## src/rtl/johnson_dec_pkg.sv

```systemverilog
// Shared types and Johnson-code helpers for the phase decoder.
// Codes are zero-extended to JD_MAX_W bits so one function body serves every width N.
package johnson_dec_pkg;

    localparam int JD_MAX_W = 32;

    typedef enum logic [1:0] {
        UNLOCKED = 2'd0,
        ACQUIRE  = 2'd1,
        LOCKED   = 2'd2
    } jd_state_e;

    function automatic int johnson_popcount(input logic [JD_MAX_W-1:0] code, input int n);
        int c;
        c = 0;
        for (int b = 0; b < JD_MAX_W; b++) begin
            if (b < n && ((code >> b) & JD_MAX_W'(1)) != '0) c++;
        end
        return c;
    endfunction

    function automatic logic johnson_msb(input logic [JD_MAX_W-1:0] code, input int n);
        return |(code & (JD_MAX_W'(1) << (n - 1)));
    endfunction

    // Legal codes are a run of ones packed against bit 0 (MSB clear) or against the MSB (MSB set).
    function automatic logic johnson_legal(input logic [JD_MAX_W-1:0] code, input int n);
        logic [JD_MAX_W-1:0] mask;
        logic [JD_MAX_W-1:0] want;
        int                  pop;
        pop  = johnson_popcount(code, n);
        mask = (JD_MAX_W'(1) << n) - JD_MAX_W'(1);
        if (!johnson_msb(code, n))
            want = (JD_MAX_W'(1) << pop) - JD_MAX_W'(1);
        else
            want = mask & ~((JD_MAX_W'(1) << (n - pop)) - JD_MAX_W'(1));
        return (code & mask) == want;
    endfunction

    function automatic int johnson_idx(input logic [JD_MAX_W-1:0] code, input int n);
        int pop;
        pop = johnson_popcount(code, n);
        return johnson_msb(code, n) ? (2 * n - pop) : pop;
    endfunction

endpackage

```

## src/rtl/johnson_code_decode.sv

```systemverilog
// Combinational Johnson decode: legality flag and binary phase index of one N-bit code.
module johnson_code_decode
    import johnson_dec_pkg::*;
#(
    parameter int N     = 2,
    parameter int IDX_W = 2
) (
    input  logic [N-1:0]     code,
    output logic             legal,
    output logic [IDX_W-1:0] idx
);

    logic [JD_MAX_W-1:0] code_ext;

    always_comb begin
        code_ext = JD_MAX_W'(code);
        legal    = johnson_legal(code_ext, N);
        idx      = IDX_W'(johnson_idx(code_ext, N));
    end

endmodule

```

## src/rtl/johnson_phase_decoder.sv

```systemverilog
// Johnson phase bus monitor: input register, decode, lock FSM, wrap and error counters.
// Optional JOHNSON_DEC_HOLD_EN makes a repeated legal phase neutral instead of a misstep.
module johnson_phase_decoder
    import johnson_dec_pkg::*;
#(
    parameter int  N          = 2,
    parameter int  LOCK_COUNT = 4,
    parameter int  WRAP_W     = 8,
    parameter int  ERR_W      = 8,
    localparam int IDX_W      = $clog2(2 * N)
) (
    input  logic              CLK,
    input  logic              RESET,
    input  logic [N-1:0]      I,
    output logic [IDX_W-1:0]  O,
    output logic              valid,
    output logic              locked,
    output logic              err,
    output logic [ERR_W-1:0]  err_count,
    output logic [WRAP_W-1:0] wraps
);

    localparam int                CNT_W    = $clog2(LOCK_COUNT + 1);
    localparam logic [IDX_W-1:0]  LAST_IDX = IDX_W'(2 * N - 1);
    localparam logic [CNT_W-1:0]  CNT_LAST = CNT_W'(LOCK_COUNT - 1);

    function automatic logic [ERR_W-1:0] sat_inc(input logic [ERR_W-1:0] v);
        return (&v) ? v : v + ERR_W'(1);
    endfunction

    logic [N-1:0]     i_q;
    logic             legal;
    logic [IDX_W-1:0] idx;
    logic [IDX_W-1:0] prev_idx;
    logic [IDX_W-1:0] next_idx;
    logic             good;
    logic             neutral;
    logic             misstep;
    jd_state_e        state, state_d;
    logic [CNT_W-1:0] cnt, cnt_d;
    logic             fault;
    logic             wrap_hit;

    johnson_code_decode #(.N(N), .IDX_W(IDX_W)) u_decode (
        .code  (i_q),
        .legal (legal),
        .idx   (idx)
    );

    // Stage 1: classify the registered code against the last legal phase
    always_comb begin
        next_idx = (prev_idx == LAST_IDX) ? '0 : prev_idx + IDX_W'(1);
        good     = legal && (idx == next_idx);
`ifdef JOHNSON_DEC_HOLD_EN
        neutral  = legal && (idx == prev_idx);
`else
        neutral  = 1'b0;
`endif
        misstep  = legal && !good && !neutral;
    end

    always_comb begin
        state_d  = state;
        cnt_d    = cnt;
        fault    = 1'b0;
        wrap_hit = 1'b0;
        case (state)
            UNLOCKED: begin
                if (legal) begin
                    state_d = ACQUIRE;
                    cnt_d   = '0;
                end
            end
            ACQUIRE: begin
                if (!legal) begin
                    state_d = UNLOCKED;
                    cnt_d   = '0;
                end else if (good) begin
                    if (cnt == CNT_LAST) begin
                        state_d = LOCKED;
                        cnt_d   = '0;
                    end else begin
                        cnt_d = cnt + CNT_W'(1);
                    end
                end else if (misstep) begin
                    cnt_d = '0;
                end
            end
            LOCKED: begin
                if (!legal) begin
                    fault   = 1'b1;
                    state_d = UNLOCKED;
                    cnt_d   = '0;
                end else if (good) begin
                    wrap_hit = (prev_idx == LAST_IDX);
                end else if (misstep) begin
                    fault   = 1'b1;
                    state_d = ACQUIRE;
                    cnt_d   = '0;
                end
            end
            default: begin
                state_d = UNLOCKED;
                cnt_d   = '0;
            end
        endcase
    end

    always_comb begin
        locked = (state == LOCKED);
        O      = prev_idx;
    end

    // Stage 0 capture of the bus and stage 1 state/counter update
    always_ff @(posedge CLK) begin
        if (RESET) begin
            i_q       <= '0;
            state     <= UNLOCKED;
            cnt       <= '0;
            prev_idx  <= '0;
            valid     <= 1'b0;
            err       <= 1'b0;
            err_count <= '0;
            wraps     <= '0;
        end else begin
            i_q   <= I;
            state <= state_d;
            cnt   <= cnt_d;
            valid <= legal;
            err   <= fault;
            if (legal) prev_idx <= idx;
            if (fault) err_count <= sat_inc(err_count);
            if (wrap_hit) wraps <= wraps + WRAP_W'(1);
        end
    end

endmodule
```

## config.mk

```make
export PLATFORM = sky130hd
export DESIGN_NAME = johnson_phase_decoder
export DESIGN_NICKNAME = d
export VERILOG_FILES = /design/src/rtl/johnson_dec_pkg.sv /design/src/rtl/johnson_code_decode.sv /design/src/rtl/johnson_phase_decoder.sv
export SDC_FILE = /design/constraint.sdc
export NUM_CORES = 1
export LEC_CHECK = 0
export ABC_AREA = 1
export BUFFER_PORTS_ARGS = -buffer_cell sky130_fd_sc_hd__buf_4
export CORE_ASPECT_RATIO = 1.5
export CORE_UTILIZATION = 45
export DETAILED_ROUTE_END_ITERATION = 12
export PLACE_DENSITY = 0.65
export SYNTH_ARGS = -nofsm -noshare
export SYNTH_HDL_FRONTEND = slang
export SYNTH_SLANG_ARGS = --single-unit
```

## constraint.sdc

```tcl
create_clock -name CLK -period 4 [get_ports CLK]
set_input_delay 0.4 -clock CLK [delete_from_list [all_inputs] [get_ports CLK]]
set_output_delay 0.4 -clock CLK [all_outputs]
set_load 0.05 [all_outputs]
```

Word-level counts from Yosys, hierarchy flattened
Index checks and enable logic that the tools add are counted.

cells by class
  bitwise gates (word level) = 2
  $add $sub $neg = 9
  muxes and demuxes = 28
  eq/ne operators = 11
  reductions and logical operators = 8
  shifts and indexed selects = 2

operators by type and width
  operator                                               number
  two-way mux 32 bit                                     2
  adder 32 x 2 -> 32 bit, second input constant          1
  equality test 2 x 32 -> 1 bit                          1
  << shifter 1 x 32 -> 2 bit, first input constant       1
  << shifter 1 x 32 -> 32 bit, first input constant      1
  subtractor 3 x 32 -> 32 bit, first input constant      1
  subtractor 32 x 2 -> 32 bit, second input constant     1
  two-way mux 3 bit                                      7
  two-way mux 2 bit                                      9
  adder 8 x 1 -> 8 bit, second input constant            2
  inequality test 3 bit, second input constant           3
  case mux 3 bit (3 select lines)                        1
  two-way mux 1 bit                                      8
  AND reduction 8 bit                                    1
  case mux 2 bit (3 select lines)                        1
  AND reduction 5 bit                                    1
  equality test 2 bit, second input constant             2
  AND reduction 2 bit                                    2
  adder 3 x 1 -> 3 bit, second input constant            1
  equality test 3 x 2 -> 1 bit, second input constant    1
  inequality test 3 x 2 -> 1 bit, second input constant  1
  adder 2 x 1 -> 2 bit, second input constant            1
  equality test 2 x 1 -> 1 bit, second input constant    1
  equality test 2 bit                                    1
  other kinds (8)                                        9

word-level totals
  output and inout port bits = 21
  word-level logic and storage cells = 68
  bits of input ports = 4
  register bits = 27

Logic depth before layout (Yosys ltp)
Gate-level depths: netlist of the first run.

  word-level depth = 17
  gate-level depth with buffers = 16
  depth with buffers taken out = 16

Modules after synthesis
From an unflattened synthesis of the first run, not the netlist that was laid out.

unflattened totals
  cell total of the unflattened synthesis = 234
  area total of the unflattened synthesis = 1,694.1 um2

by module, submodules not included
  module                 area an instance (um2)  seq. area each (um2)  cells each  times used
  johnson_phase_decoder  1,529.0                 540.5                 204         1
  johnson_code_decode    165.2                   0.0                   30          1

Least setup slack after synthesis of the first run
No wires, ideal clock.

  path kind = register -> register
  start = register i_q[1]
  end = register wraps[2]
  cell stages (with the launch flop) = 15
  data arrival time = 2,115 ps
  data required time = 3,883 ps
  clock period less this slack = 2,232 ps
  buffers on the path = 0
  slack = 1,768 ps
  library setup time = 117 ps
  cells stage by stage = dfxtp_1 > inv_2 > ha_1 > nand2_1 > inv_1 > ha_1 > nand3_1 > nor2_1 > nor2_2 > nor2_8 > nand3_4 > nor2_8 > nand3_1 > nand2_1 > nor2_1

on the way
  elaborated cells between the ends (all ways) = 16
  those cells by class = add/sub (4); eq/ne (2); shift (2); mux (6); bitwise (1); reduce/logical (1)

RTL lines
  what                       RTL line                      source
  from (decl)                johnson_phase_decoder.sv:31   logic [N-1:0] i_q;
  from (signal assigned)     johnson_phase_decoder.sv:117  i_q <= '0;
  from (signal assigned)     johnson_phase_decoder.sv:126  i_q <= I;
  two-way mux 32 bit         johnson_dec_pkg.sv:17         if (b < n && ((code >> b) & JD_MAX_W'(1)) != '0) c++;
  subtractor 1 x 2 -> 2 bit  johnson_dec_pkg.sv:43         return johnson_msb(code, n) ? (2 * n - pop) : pop;
  two-way mux 2 bit *        johnson_dec_pkg.sv:43
  named net idx[0]           johnson_phase_decoder.sv:33   logic [IDX_W-1:0] idx;
  equality test 2 bit *      johnson_phase_decoder.sv:53   good = legal && (idx == next_idx);
  logical AND 1 bit *        johnson_phase_decoder.sv:53
  two-way mux 1 bit *        johnson_phase_decoder.sv:94   end else if (good) begin
  two-way mux 1 bit *        johnson_phase_decoder.sv:90   if (!legal) begin
  two-way mux 1 bit *        johnson_phase_decoder.sv:67   case (state)
  to (signal assigned)       johnson_phase_decoder.sv:133  if (wrap_hit) wraps <= wraps + WRAP_W'(1);
  to (decl)                  johnson_phase_decoder.sv:20   output logic [WRAP_W-1:0] wraps

Mark *: on every way through the listed nets, which the timed path passes. The rest lies on a longest branch.
A chain may end at the register's enable or synchronous reset.

Worst setup path in the final report of the first run
  start = register i_q[1]
  end = register err_count[6]

on the way
  elaborated cells between the ends (all ways) = 20
  those cells by class = add/sub (4); eq/ne (2); shift (2); mux (7); bitwise (1); reduce/logical (4)

RTL lines
  what                                    RTL line                      source
  two-way mux 32 bit                      johnson_dec_pkg.sv:17
  subtractor 1 x 2 -> 2 bit               johnson_dec_pkg.sv:43
  two-way mux 2 bit *                     johnson_dec_pkg.sv:43
  named net idx[0]                        johnson_phase_decoder.sv:33
  equality test 2 bit *                   johnson_phase_decoder.sv:53
  logical AND 1 bit *                     johnson_phase_decoder.sv:53
  logical NOT 1 bit                       johnson_phase_decoder.sv:59   misstep = legal && !good && !neutral;
  logical AND 1 bit                       johnson_phase_decoder.sv:59
  two-way mux 1 bit                       johnson_phase_decoder.sv:96   end else if (misstep) begin
  two-way mux 1 bit *                     johnson_phase_decoder.sv:94
  two-way mux 1 bit *                     johnson_phase_decoder.sv:90
  two-way mux 1 bit *                     johnson_phase_decoder.sv:67
  AND reduction 2 bit (no source line) *  -
  to (signal assigned)                    johnson_phase_decoder.sv:132  if (fault) err_count <= sat_inc(err_count);
  to (decl)                               johnson_phase_decoder.sv:19   output logic [ERR_W-1:0] err_count,

Marks and branches as above.

==> flow_summary.ini, run 1 <==
[critical_path]
crit_end = err_count[6]
startpoint_type = flip-flop
worstPathCellList = inv_2 -> ha_1 -> nand2_1 -> inv_1 -> ha_1 -> nand3_1 -> nor2_1 -> nor2_2 -> nor2_8 -> nand2_4 -> nand3_2 -> o21ai_0 -> nand2_1 -> nor2_1
cp_slowest_stage_delay_ns = 0.47
ff2ff_path_depth = 14
cp.required_ns = 4.21
rrSetupSlack_ns = 1.47
crit_slowest_cell = dfxtp_1
crit_fanout = 12
critical_path_arrival_ns = 2.74
reg2reg_from = i_q[1]
worst-setup-path-type = flip-flop to flip-flop
setup.worst_path.start = i_q[1]
endpoint_kind = flip-flop
r2r_end = err_count[6]

[yosys]
avgSynthCellArea_um2 = 7.25
syn_area_um2 = 1680
syn-num-nets = 249
yosysUniqueCellTypes = 28
ys_warn_count = 0
seq_area_frac_synth_pct = 32.1
syn_inst = 232
synth-seq-cells = 27

[floorplanning]
start_util_pct = 48.3
dieArea_um2 = 3990
die_h_um = 76.9
rows = 26
fp.dieW_um = 51.9
core-area_um2 = 3480
ioPinCount = 25

[cts]
cts_resized = 0
cts_tree = built
clockRootBuffer = clkbuf_8
cts_num_sinks = 27
cts_buffer_depth = 2
clkTransAtPathRegs_ns = 0.09
post_cts.repair.setup_buffers = 0
ctsHoldBuffers = 0
cts_made_buffers = 3
insertion_delay_ns = 0.27
htreeDepth = 1

[sta]
fin_ws_ns = 1.47
grt_setup_unrepaired = false
setup_viol = 0
relSlewSlack_pct = 67.5
clock.fmax_mhz = 396
tightest_slew_ns = 0.487
fin_crit_ns = 2.53
slew_viol_final = 0
fin_setup_tns_ns = 0
post-route-period-util_pct = 63.1
hold_violations = 0
timing.hold.ws_ns = 0.320
clock_skew_ns = 0.00742

[power_and_ir_drop]
p_leak_nw = 0.909
ir_drop_mv = 0.366
total_power_mw = 0.783
p_per_area_nw_per_um2 = 404

[route]
drtIter0Drc = 39
wl_per_cell_um = 11.4
antenna_left = 0
drc_errors = 0
vias = 1515
vias_per_cell = 5.08
totalWireLength_um = 3400
drt-pass1-iter-count = 4

[finish]
syn_to_final_growth_pct = 15.2
drive_above_1_share_pct = 18.0
nets = 274
insertedDiodeCount = 0
layout_commonest_cell = nand2_1
most-common-layout-cells = nand2_1, inv_1, dfxtp_1
n_fill_cell = 353

[global_route]
grt_pass1_vias = 1496
antenna_found_initial = 0
grt_max_degree = 16
grt_first_pass_wirelength_um = 6050
track_usage_pct = 19.5
grt_remaining_overflow = 0

[place]
post-dp-hpwl_um = 2640
numPortBuffers = 24
gp_congestion = 0.860
dp_slack_ns = 1.50

[run]
maxCapViolations = 0

[hold_path]
hold_path_class = primary input to flip-flop

[status]
status = finished clean
==> Yosys cell counts (all sizes together) <==
| cell type | instances | area share (%) |
|---|---|---|
| a21o | 1 | 0.45 |
| a21oi | 18 | 5.4 |
| a31oi | 2 | 0.74 |
| buf | 2 | 0.97 |
| clkbuf | 2 | 0.45 |
| dfxtp | 27 | 32 |
| ha | 13 | 9.7 |
| inv | 32 | 7.1 |
| nand2 | 52 | 13 |
| nand3 | 15 | 6.8 |
| nand4 | 8 | 3.0 |
| nor2 | 30 | 9.4 |
| nor3 | 6 | 1.8 |
| o21ai | 14 | 4.2 |
| o21bai | 1 | 0.45 |
| or2 | 1 | 0.37 |
| xnor2 | 3 | 1.6 |
| xor2 | 5 | 2.6 |
==> where the power goes <==
group / total (mW) / internal, mW / switching, mW
logic: 0.314 / 0.0993 / 0.215
clock network: 0.153 / 0.0698 / 0.0837
registers: 0.315 / 0.293 / 0.0218
==> logic make-up after synthesis <==
group | share of synthesized area [%]
flops | 32.1
fa+ha+maj | 9.67
buf+inv | 8.56
xor+xnor | 4.17
simple gates | 34.3
compound gates | 11.2
==> worst min path at each step <==
stage,slack (ns),depth (start not counted),endpoint,start
6_report,0.32,3,i_q[0],I[0]
5_1_grt,0.32,3,i_q[0],I[0]
4_1_cts,0.32,3,i_q[0],I[0]
2_1_floorplan,0.42,2,cnt[2],cnt[2]
3_5_place_dp,0.43,2,cnt[2],cnt[2]
3_3_place_gp,0.43,2,cnt[2],cnt[2]
==> sequential cells by signal, indices dropped and copies added (netlist names) <==
signal     count
err_count      8
err            1
valid          1
cnt            3
wraps          8
i_q            2
O              2
state          2
==> routing by layer <==
metal  vias to the layer above  part of all wire, %  GRT usage, %
met5                         -                    0             0
met4                         0                  2.6          12.4
met3                        10                  1.9          1.79
met2                        25                   52          33.7
met1                       684                   43          21.6
li1                        796                    -             -
==> area by class of cell <==
type                    count  area [um2]  share of cell area (%)
multi-input cells         169         997                    51.5
flip-flops and latches     27         541                    27.9
repair buffers             24         180                    9.30
inverters                  32         120                    6.20
well taps                  42        52.6                    2.71
clock buffers               3        41.3                    2.13
clock inverters             1        5.00                   0.258
==> worst max-delay path: cells and delay by family, from the launching register on <==
kind / cells / cell delay (ns)
flip-flops: 1 / 0.47
AO/OA/AOI/OAI: 1 / 0.26
AND/OR/NAND/NOR: 9 / 0.96
buffers and inverters: 2 / 0.16
adder cells (fa/ha/maj): 2 / 0.61
==> metrics by stage <==
step	area (um2)	util [%]	std cells
detailed placement	1890	54.3	294
CTS	1940	55.6	298
global placement	1890	54.3	294
floorplan	1680	-	232
finish	1940	55.6	298
global route	1940	55.6	298
No activity file was read; power rests on OpenSTA's default activity.
==> run 2, diff against run 1 <==
Clock period 4 ns to 2.6 ns, I/O delays scaled along.
==> run 2 against run 1 <==
  * Global-route usage is 0.43 points lower
  * Die area stayed put
  * Count of clock-buffer cells in the layout stayed put
  * Sequential share of layout area is 0.21 points lower
==> flow_summary.ini, run 2 (synthesis gave the netlist of run 1 again) <==
[critical_path]
worst-setup-path-type = flip-flop to flip-flop
startpoint_type = flip-flop
critical_path_arrival_ns = 2.53
crit_slowest_cell = dfxtp_1
cp_slowest_stage_delay_ns = 0.38
crit_fanout = 12
cpLargestDelayFamily = simple AND/OR/NAND/NOR gates
cp.required_ns = 2.81
worstPathCellList = inv_1 -> ha_1 -> nand2_1 -> inv_1 -> ha_1 -> nand3_1 -> nor2_1 -> nor2_2 -> nor2_8 -> nand2_4 -> nand3_4 -> o21ai_0 -> nand2_1 -> nor2_1
endpoint_kind = flip-flop
crit_buf_inv = 2
rrSetupSlack_ns = 0.28

[floorplanning]
start_util_pct = 48.3
rows = 26
die_h_um = 76.9
dieArea_um2 = 3990
fp.dieW_um = 51.9
core-area_um2 = 3480
ioPinCount = 25

[finish]
layout_commonest_cell = nand2_1
drive_above_1_share_pct = 18.3
most-common-layout-cells = nand2_1, inv_1, dfxtp_1
top_regs = err_count x8, wraps x8, cnt x3
utilization_pct = 56.1
layoutNonFillerInstCount = 299
syn_to_final_growth_pct = 16.1
nets = 275
postLayoutCellArea_um2 = 1950
insertedDiodeCount = 0

[route]
vias = 1522
vias_per_cell = 5.09
drtIter0Drc = 37
drc_errors = 0
drt-pass1-iter-count = 4
wl_per_cell_um = 11.3
antenna_left = 0
totalWireLength_um = 3380

[sta]
fin_crit_ns = 2.32
clock_skew_ns = 0.00426
hold_violations = 0
slew_viol_final = 0
post-route-period-util_pct = 89.1
grt_setup_unrepaired = false
setup_viol = 0
fin_ws_ns = 0.283
tightest_slew_ns = 0.548
relSlewSlack_pct = 63.5
clock.fmax_mhz = 432
fin_setup_tns_ns = 0

[global_route]
grt_max_degree = 16
grt_remaining_overflow = 0
antenna_found_initial = 0
track_usage_pct = 19.0
grt_pass1_vias = 1405
grt_first_pass_wirelength_um = 5880

[cts]
cts_num_sinks = 27
insertion_delay_ns = 0.27
cts_buffer_depth = 2
cts_resized = 0
ctsHoldBuffers = 0
post_cts.repair.setup_buffers = 0
clkTransAtPathRegs_ns = 0.10
clockRootBuffer = clkbuf_8
cts_made_buffers = 3
cts_tree = built
htreeDepth = 1

[power_and_ir_drop]
ir_drop_mv = 0.396
p_leak_nw = 0.915
p_per_area_nw_per_um2 = 621

[status]
status = finished clean

[hold_path]
hold_path_class = primary input to flip-flop

[place]
place_area_um2 = 1900
gp_congestion = 0.859
placed_cells = 295
numPortBuffers = 24
dp_slack_ns = 0.233
post-dp-hpwl_um = 2570

[run]
maxCapViolations = 0
run 2: cell count changes in the layout (fill, tap and decap cells not counted), sizes merged:
cell / change
buf: +1
run 2: routing by layer:
| layer | vias to the layer above | GRT usage (%) | routed length (um) |
|---|---|---|---|
| li1 | 800 | - | - |
| met1 | 683 | 21.5 | 1430 |
| met2 | 28 | 33.3 | 1800 |
| met3 | 11 | 1.98 | 67 |
| met4 | 0 | 10.0 | 88 |
| met5 | - | 0 | 0 |
run 2: path summary, 6_finish.rpt:
kind	start	endpoint	cells past startpoint
max reg2reg	i_q[0]	err_count[3]	14
min	I[0]	i_q[0]	3
min reg2reg	cnt[2]	cnt[2]	2
max	i_q[0]	err_count[3]	14
run 2: cell type report:
cell class                      instances  area, um2
Clock inverter                          1       5.00
Tap cell                               42       52.6
Multi-Input combinational cell        169       1000
Fill cell                             353       1530
Sequential cell                        27        541
Inverter                               32        120
Clock buffer                            3       41.3
Timing Repair Buffer                   25        188
run 2: power by group:
group | switching, mW | internal (mW) | leakage (nW)
combinational | 0.330 | 0.156 | 0.670
clock | 0.135 | 0.107 | 0.0255
sequential | 0.0345 | 0.451 | 0.219
run 2: tightest hold or removal path, stage by stage:
cell	delay (ns)
buf_4	0.08
inv_1	0.03
nor2_1	0.06
run 2: stage by stage:
| stage | power, mW | hold slack (ns) |
|---|---|---|
| after floorplan | 0.878 | 0.329 |
| after global placement | 0.978 | 0.431 |
| after detailed placement | 0.974 | 0.432 |
| after CTS | 1.22 | 0.175 |
| after global routing | 1.30 | 0.169 |
| final | 1.21 | 0.179 |
==> run 3, diff against run 2 <==
Settings changed: CORE_ASPECT_RATIO 1.5 to not set, CTS_CLUSTER_SIZE set to 16.
==> run 3 against run 2 <==
  * Combinational power fell by 1%
  * Clock skew fell by 0.0023 ns
  * Die area fell by 0.12%
  * Count of clock-buffer cells in the layout rose by 1
  * Utilization rose by 0.45 points
  * Non-clock buffer count did not move
  * Routed wire length rose by 0.74%
  * Flip-flop and latch count did not move
  * Highest routed layer unchanged
  * Critical endpoint unchanged
  * Worst hold slack improved by 0.012 ns
  * Worst setup slack got worse by 0.026 ns
==> flow_summary.ini, run 3 (synthesis gave the netlist of run 1 again) <==
[finish]
n_fill_cell = 360
layout_commonest_cell = nand2_1
insertedDiodeCount = 0
syn_to_final_growth_pct = 16.6
most-common-layout-cells = nand2_1, inv_1, dfxtp_1
drive_above_1_share_pct = 18.6
postLayoutCellArea_um2 = 1960
top_regs = err_count x8, wraps x8, cnt x3
layoutNonFillerInstCount = 304
nets = 276

[global_route]
grt_first_pass_wirelength_um = 5910
track_usage_pct = 18.5
antenna_found_initial = 0
grt_max_degree = 16
grt_pass1_vias = 1326
grt_remaining_overflow = 0

[cts]
clockRootBuffer = clkbuf_8
insertion_delay_ns = 0.27
cts_buffer_depth = 2
htreeDepth = 1
cts_made_buffers = 3
cts_tree = built
clkTransAtPathRegs_ns = 0.09
ctsHoldBuffers = 0
cts_num_sinks = 27
cts_resized = 0
post_cts.repair.setup_buffers = 0

[sta]
setup_viol = 0
clock.fmax_mhz = 427
clock_skew_ns = 0.00193
grt_setup_unrepaired = true
timing.hold.ws_ns = 0.191
post-route-period-util_pct = 90.1
tightest_slew_ns = 0.483
fin_crit_ns = 2.34
relSlewSlack_pct = 67.8
hold_violations = 0
fin_setup_tns_ns = 0
slew_viol_final = 0

[run]
maxCapViolations = 0

[route]
wl_per_cell_um = 11.2
drtIter0Drc = 70
vias = 1504
drt-pass1-iter-count = 4
totalWireLength_um = 3410
drc_errors = 0
antenna_left = 0
vias_per_cell = 4.95

[power_and_ir_drop]
switchingPower_mw = 0.482
combPwrFrac_pct = 40.0
swShare_pct = 40.3
p_seq_share_pct = 40.4
p_per_area_nw_per_um2 = 610
ir_drop_mv = 0.319
intPower_mw = 0.714
total_power_mw = 1.20
p_leak_nw = 0.912
p_clk_share_pct = 19.6

[place]
post-dp-hpwl_um = 2500
gp_congestion = 0.798
numPortBuffers = 24
placed_cells = 299
place_area_um2 = 1900

[critical_path]
critical_path_arrival_ns = 2.55
crit_fanout = 12
cp.required_ns = 2.81
worst-setup-path-type = flip-flop to flip-flop
startpoint_type = flip-flop
endpoint_kind = flip-flop

[hold_path]
hold_path_class = primary input to flip-flop

[floorplanning]
die_h_um = 63.1
fp.dieW_um = 63.1
ioPinCount = 25
start_util_pct = 48.5
core-area_um2 = 3470
dieArea_um2 = 3990
rows = 21

[status]
status = finished clean
[run 3: cell types whose count changed in the layout (fill, tap and decap cells not counted), sizes merged]
cell	previous run	this run
clkbuf	3	4
clkinv	1	0
nor2	30	31
[run 3: final cells by class]
class	count	area [um2]	area share, %
clock buffer	4	45.0	2.30
inverter	32	120	6.13
multi-input combinational	170	1010	51.4
sequential	27	542	27.6
tap	46	57.6	2.94
timing repair buffer	25	188	9.57
[run 3: worst max-delay path, cell delays in order (launching register included)]
cell	delay (ns)
dfxtp_2	0.37
inv_1	0.08
ha_1	0.35
nand2_1	0.12
inv_1	0.05
ha_1	0.26
nand3_1	0.09
nor2_1	0.05
nor2_2	0.18
nor2_8	0.08
nand2_4	0.08
nand3_2	0.19
o21ai_0	0.23
nand2_1	0.07
nor2_1	0.09
[run 3: path summary, 6_finish.rpt]
| kind | cells after the start | endpoint | from | slack, ns |
|---|---|---|---|---|
| worst max register to register | 14 | err_count[3] | i_q[0] | 0.26 |
| worst min-delay path | 3 | i_q[0] | I[0] | 0.19 |
| worst min register to register | 2 | cnt[2] | cnt[2] | 0.47 |
| worst max-delay path | 14 | err_count[3] | i_q[0] | 0.26 |
[run 3: metal layers]
metal / share of wire, % / track usage, % / vias up
li1: - / - / 804
met3: 3.3 / 3.99 / 2
met5: 0 / 0 / -
met4: 0.41 / 3.78 / 0
met2: 45 / 29.8 / 24
met1: 51 / 25.1 / 674
[run 3: per-stage QoR]
step	util, %	setup WS (ns)
after floorplan	-	0.368
final	56.5	0.257
after global placement	54.9	0.281
after detailed placement	54.9	0.244
after CTS	56.2	0.218
after global routing	56.5	-0.0152
[run 3: power by group through the flow]
| stage | registers [mW] | clock network [mW] | logic, mW |
|---|---|---|---|
| after floorplan | 0.550 | 0 | 0.328 |
| after global placement | 0.492 | 0 | 0.477 |
| after detailed placement | 0.493 | 0 | 0.478 |
| after global routing | 0.491 | 0.268 | 0.536 |
| after CTS | 0.483 | 0.249 | 0.481 |
| final | 0.483 | 0.235 | 0.478 |
